<file path="config.mk">
export PLATFORM = sky130hd
export DESIGN_NAME = pipelined_normalizer
export DESIGN_NICKNAME = d
export VERILOG_FILES = /design/src/rtl/pipelined_normalizer.sv
export SDC_FILE = /design/constraint.sdc
export NUM_CORES = 1
export LEC_CHECK = 0
export BUFFER_PORTS_ARGS = -buffer_cell sky130_fd_sc_hd__buf_2
export CAP_MARGIN = 20
export CORE_ASPECT_RATIO = 1.1
export CORE_MARGIN = 1.5
export CORE_UTILIZATION = 51
export CTS_CLUSTER_DIAMETER = 50
export DETAILED_ROUTE_END_ITERATION = 6
export PLACE_DENSITY = 0.76
export SLEW_MARGIN = 15
export SYNTH_ARGS = -nofsm -noshare
export SYNTH_HDL_FRONTEND = slang
export SYNTH_SLANG_ARGS = --single-unit
</file>
<file path="constraint.sdc">
create_clock -name clk -period 2.1 [get_ports clk]
set_input_delay 0.42 -clock clk [delete_from_list [all_inputs] [get_ports clk]]
set_output_delay 0.42 -clock clk [all_outputs]
set_load 0.01 [all_outputs]
</file>
<file path="src/rtl/pipelined_normalizer.sv">
// Two-stage pipelined leading-one normaliser with valid/ready flow control on both sides.
// Define NORMALIZER_STICKY_EN to add the out_sticky port (OR of the truncated low bits).
module pipelined_normalizer #(
  parameter int unsigned WIDTH     = 24,
  parameter int unsigned OUT_WIDTH = 24,
  localparam int unsigned POS_W    = $clog2(WIDTH)
) (
  input  logic                 clk,
  input  logic                 rst_n,
  input  logic                 in_valid,
  output logic                 in_ready,
  input  logic [WIDTH-1:0]     in_value,
  output logic                 out_valid,
  input  logic                 out_ready,
  output logic [OUT_WIDTH-1:0] out_value,
  output logic [POS_W-1:0]     out_position,
  output logic [POS_W-1:0]     out_shift,
  output logic                 out_zero
`ifdef NORMALIZER_STICKY_EN
  ,
  output logic                 out_sticky
`endif
);

  // Low WIDTH-OUT_WIDTH ones; all-zero when nothing is truncated.
  localparam logic [WIDTH-1:0] DropMask = {WIDTH{1'b1}} >> OUT_WIDTH;

  logic s1_adv, s2_adv;

  logic             s1_valid_q;
  logic [WIDTH-1:0] s1_value_q;
  logic [POS_W-1:0] s1_pos_q;
  logic             s1_zero_q;

  logic                 s2_valid_q;
  logic [OUT_WIDTH-1:0] s2_value_q;
  logic [POS_W-1:0]     s2_pos_q;
  logic [POS_W-1:0]     s2_shift_q;
  logic                 s2_zero_q;

  logic [POS_W-1:0]     lead_pos;
  logic                 lead_zero;
  logic [POS_W-1:0]     shift_d;
  logic [WIDTH-1:0]     shifted;
  logic [OUT_WIDTH-1:0] value_d;

  assign s2_adv   = !s2_valid_q || out_ready;
  assign s1_adv   = !s1_valid_q || s2_adv;
  assign in_ready = s1_adv;

  // Ascending scan so the highest set bit wins; zero input leaves position 0.
  always_comb begin
    lead_pos = '0;
    for (int unsigned i = 0; i < WIDTH; i++) begin
      if (in_value[i]) lead_pos = POS_W'(i);
    end
  end

  assign lead_zero = ~|in_value;

  always_comb begin
    shift_d = s1_zero_q ? '0 : POS_W'(WIDTH - 1) - s1_pos_q;
    shifted = s1_value_q << shift_d;
    value_d = OUT_WIDTH'(shifted >> (WIDTH - OUT_WIDTH));
  end

  always_ff @(posedge clk or negedge rst_n) begin
    if (!rst_n) begin
      s1_valid_q <= 1'b0;
      s1_value_q <= '0;
      s1_pos_q   <= '0;
      s1_zero_q  <= 1'b0;
    end else if (s1_adv) begin
      s1_valid_q <= in_valid;
      if (in_valid) begin
        s1_value_q <= in_value;
        s1_pos_q   <= lead_pos;
        s1_zero_q  <= lead_zero;
      end
    end
  end

  // A bubble from S1 only clears the valid bit; the data fields hold.
  always_ff @(posedge clk or negedge rst_n) begin
    if (!rst_n) begin
      s2_valid_q <= 1'b0;
      s2_value_q <= '0;
      s2_pos_q   <= '0;
      s2_shift_q <= '0;
      s2_zero_q  <= 1'b0;
    end else if (s2_adv) begin
      s2_valid_q <= s1_valid_q;
      if (s1_valid_q) begin
        s2_value_q <= value_d;
        s2_pos_q   <= s1_pos_q;
        s2_shift_q <= shift_d;
        s2_zero_q  <= s1_zero_q;
      end
    end
  end

`ifdef NORMALIZER_STICKY_EN
  logic s2_sticky_q;

  always_ff @(posedge clk or negedge rst_n) begin
    if (!rst_n) begin
      s2_sticky_q <= 1'b0;
    end else if (s2_adv && s1_valid_q) begin
      s2_sticky_q <= |(shifted & DropMask);
    end
  end

  assign out_sticky = s2_sticky_q;
`endif

  assign out_valid    = s2_valid_q;
  assign out_value    = s2_value_q;
  assign out_position = s2_pos_q;
  assign out_shift    = s2_shift_q;
  assign out_zero     = s2_zero_q;

endmodule

</file>
==> summary.md <==
| Metric | Value |
|---|---|
| Status | finished, final reports clean |
| Final Hold Viols | 0 |
| Yosys warns | 0 |
| R2R Setup Slk | 0.08 ns |
| Tcrit/Tclk final | 0.963 |
| Pins Over Slew Limit | 0 |
| Max cap viols | 0 |
| CP arrival | 2.25 ns |
| Fin crit period | 2.02 ns |
| Critical path capture point type | flip-flop |
| Layout Nets | 500 |
| Crit path depth | 7 |
| Post-Route Setup TNS | 0 ns |
| Clk sinks | 67 |
| Worst min path class | in2async |
| Reg-to-reg startpoint | s1_zero_q |
| Number of fillers in the final layout | 629 |
| Die area | 8230 µm² |
| Clk buf depth | 2 |
| DR vias/cell | 6.05 |
| CP cell instances | buf_4 -> or2_2 -> o22ai_1 -> a311o_1 -> buf_4 -> o221ai_1 -> a221o_1 |
| CP peak stage delay | 0.47 ns |
| DRT antenna net count | 0 |
| H-tree levels | 3 |
| DR WL/cell | 18.6 µm |
| Worst-skew pair later-pin latency | 0.34 ns |
| Final Util | 0.639 |
| Post-CTS sizing | 0 |
| CP startpoint | s1_zero_q |
| Worst Max-Slew Pin Slew | 0.553 ns |
| Row cnt | 33 |
| Pwr Density | 883 nW/µm² |
| Overflow after GRT | 0 |
| Share of cells above drive strength 1 | 0.358 |
| Yosys reg bits | 67 |
| R2r endpoint | out_value[23] |
| Post-DP HPWL | 8420 µm |
| TritonCTS Buffers | 9 |
| WP buf/inv | 2 |
| Most used cell, CP | buf_4 |
| Vias | 3520 |
| Placeable Area | 7470 µm² |
| Largest net degree at the start of global routing | 68 |
| Highest-count cells in the layout ignoring fill and taps | dfrtp_1, buf_2, nand2_1, buf_4, o21ai_0 |
| Post-synthesis sequential area ratio | 0.427 |
| GRT Total Usage | 0.281 |
| Syn Nets | 407 |
| Worst path top cell family by delay | compound AO/OA/AOI/OAI gates |
| End point of the critical path | out_value[23] |
| CP Data Required Time | 2.33 ns |
| Yosys cell types | 56 |
| Mapped cell area | 3930 µm² |
| Final std cell area, no fill | 4780 µm² |
| Commonest register cell after synthesis | dfrtp_1 |
| Synthesized area per cell | 10.4 µm² |
| Most common cell after layout, fill and taps aside | dfrtp_1 |
| Gpl congestion | 0.904 |
| Initial antenna violation count | 0 |
| Setup Buffers After CTS | 0 |
| Area Overhead vs Synth | 21.7% |
| Post-synth EDFFs | 0 |
| Post-synth ARST share | 1.00 |
| RSZ-0062 raised after global routing | no |
| Pwr Total | 4.22 mW |
| WHS | 0.0909 ns |
| Synth Instances | 379 |
| Skew final | 0.00742 ns |
| Setup Crit Path Kind | reg2reg |
| Total wire length | 10800 µm |
| N_diodes | 0 |
| Final Setup Violations | 0 |
| IO buf count | 64 |
| Startpoint Class | flip-flop |
| Placed Area | 4580 µm² |
| Die Span Y | 95.0 µm |
| Max Fanout on Critical Path | 17 |
| CTS tree | yes |
| Root buffer cell | clkbuf_8 |
| Critical path's slowest cell | dfrtp_2 |
| Residual DRC count | 0 |
| Vias in the first global route | 3302 |
| Worst R2R Path Depth | 7 |
| First-pass DRT Iterations | 5 |
| # IOs | 65 |
| Hold Buf Count CTS | 0 |
| Lkg Pwr | 2.13 nW |
| Die width | 86.7 µm |
| Starting Density | 0.525 |
| Max-slew headroom | 0.632 |
| Worst vdd ir | 0.000369 V |
| DR iter-0 viols | 279 |
| Fmax achieved | 0.495 GHz |
| Reg clk slew, reported paths | 0.07 ns |
| First-pass GRT wire length | 17300 µm |
## sequential cells by signal (all words and copies together) (netlist names)
register,flops
out_valid,1
s1_valid_q,1
s1_value_q,24
out_zero,1
out_value,24
s1_pos_q,5
s1_zero_q,1
out_position,5
out_shift,5
## cells by family (layout without fill, tap and decap cells)
logic type,after synthesis,after routing,share of synthesized area
buffers and inverters,35,133,0.0472
and+or+nand+nor,112,112,0.136
muxes,61,61,0.206
DFF,67,67,0.427
AOI/OAI and AO/OA,104,104,0.185
## worst min path at each step
stage	end	slack, ns	cells after the start
2_1_floorplan	out_position[0]	0.12	0
3_3_place_gp	out_shift[2]	0.46	2
3_5_place_dp	out_shift[2]	0.46	2
4_1_cts	out_shift[2]	0.09	2
5_1_grt	out_position[0]	0.11	2
6_report	out_position[0]	0.09	2
## where the power goes
group / switching [mW] / total, mW / internal [mW]
logic: 0.797 / 1.54 / 0.745
registers: 0.191 / 1.72 / 1.53
clock network: 0.464 / 0.955 / 0.491
## metrics by stage
step           worst slack, ns  cells
5_1_grt                0.00924    582
4_1_cts                0.00296    582
2_1_floorplan            0.158    379
6_report                0.0782    582
3_5_place_dp           0.00747    566
3_3_place_gp            0.0702    566
## area by class of cell
type	count	area (µm²)	share of cell area
Multi-Input combinational cell	277	2090	0.437
Sequential cell	67	1680	0.351
Timing Repair Buffer	107	668	0.140
Clock buffer	14	163	0.0340
Tap cell	105	131	0.0275
Inverter	10	37.5	0.00786
Clock inverter	2	10.0	0.00209
## layer usage
metal | up-vias | GRT usage | share of wire
met4 | 0 | 0.128 | 0.032
met2 | 164 | 0.456 | 0.48
met5 | - | 0 | 0
met3 | 31 | 0.0468 | 0.063
met1 | 1704 | 0.369 | 0.42
li1 | 1621 | - | -
## synth_stat cells, types with 6 or more instances
cell type | instances | share of area
mux4_2 | 13 | 0.075
nor3_1 | 6 | 0.0076
o21ai_0 | 33 | 0.042
or3_1 | 7 | 0.011
clkbuf_1 | 13 | 0.012
o221ai_1 | 7 | 0.016
nor2_1 | 23 | 0.022
inv_1 | 10 | 0.0096
nand2_1 | 49 | 0.047
mux2i_1 | 21 | 0.054
a21oi_1 | 9 | 0.011
mux2_2 | 27 | 0.077
dfrtp_1 | 67 | 0.43
(Power assumes the default switching activity.)
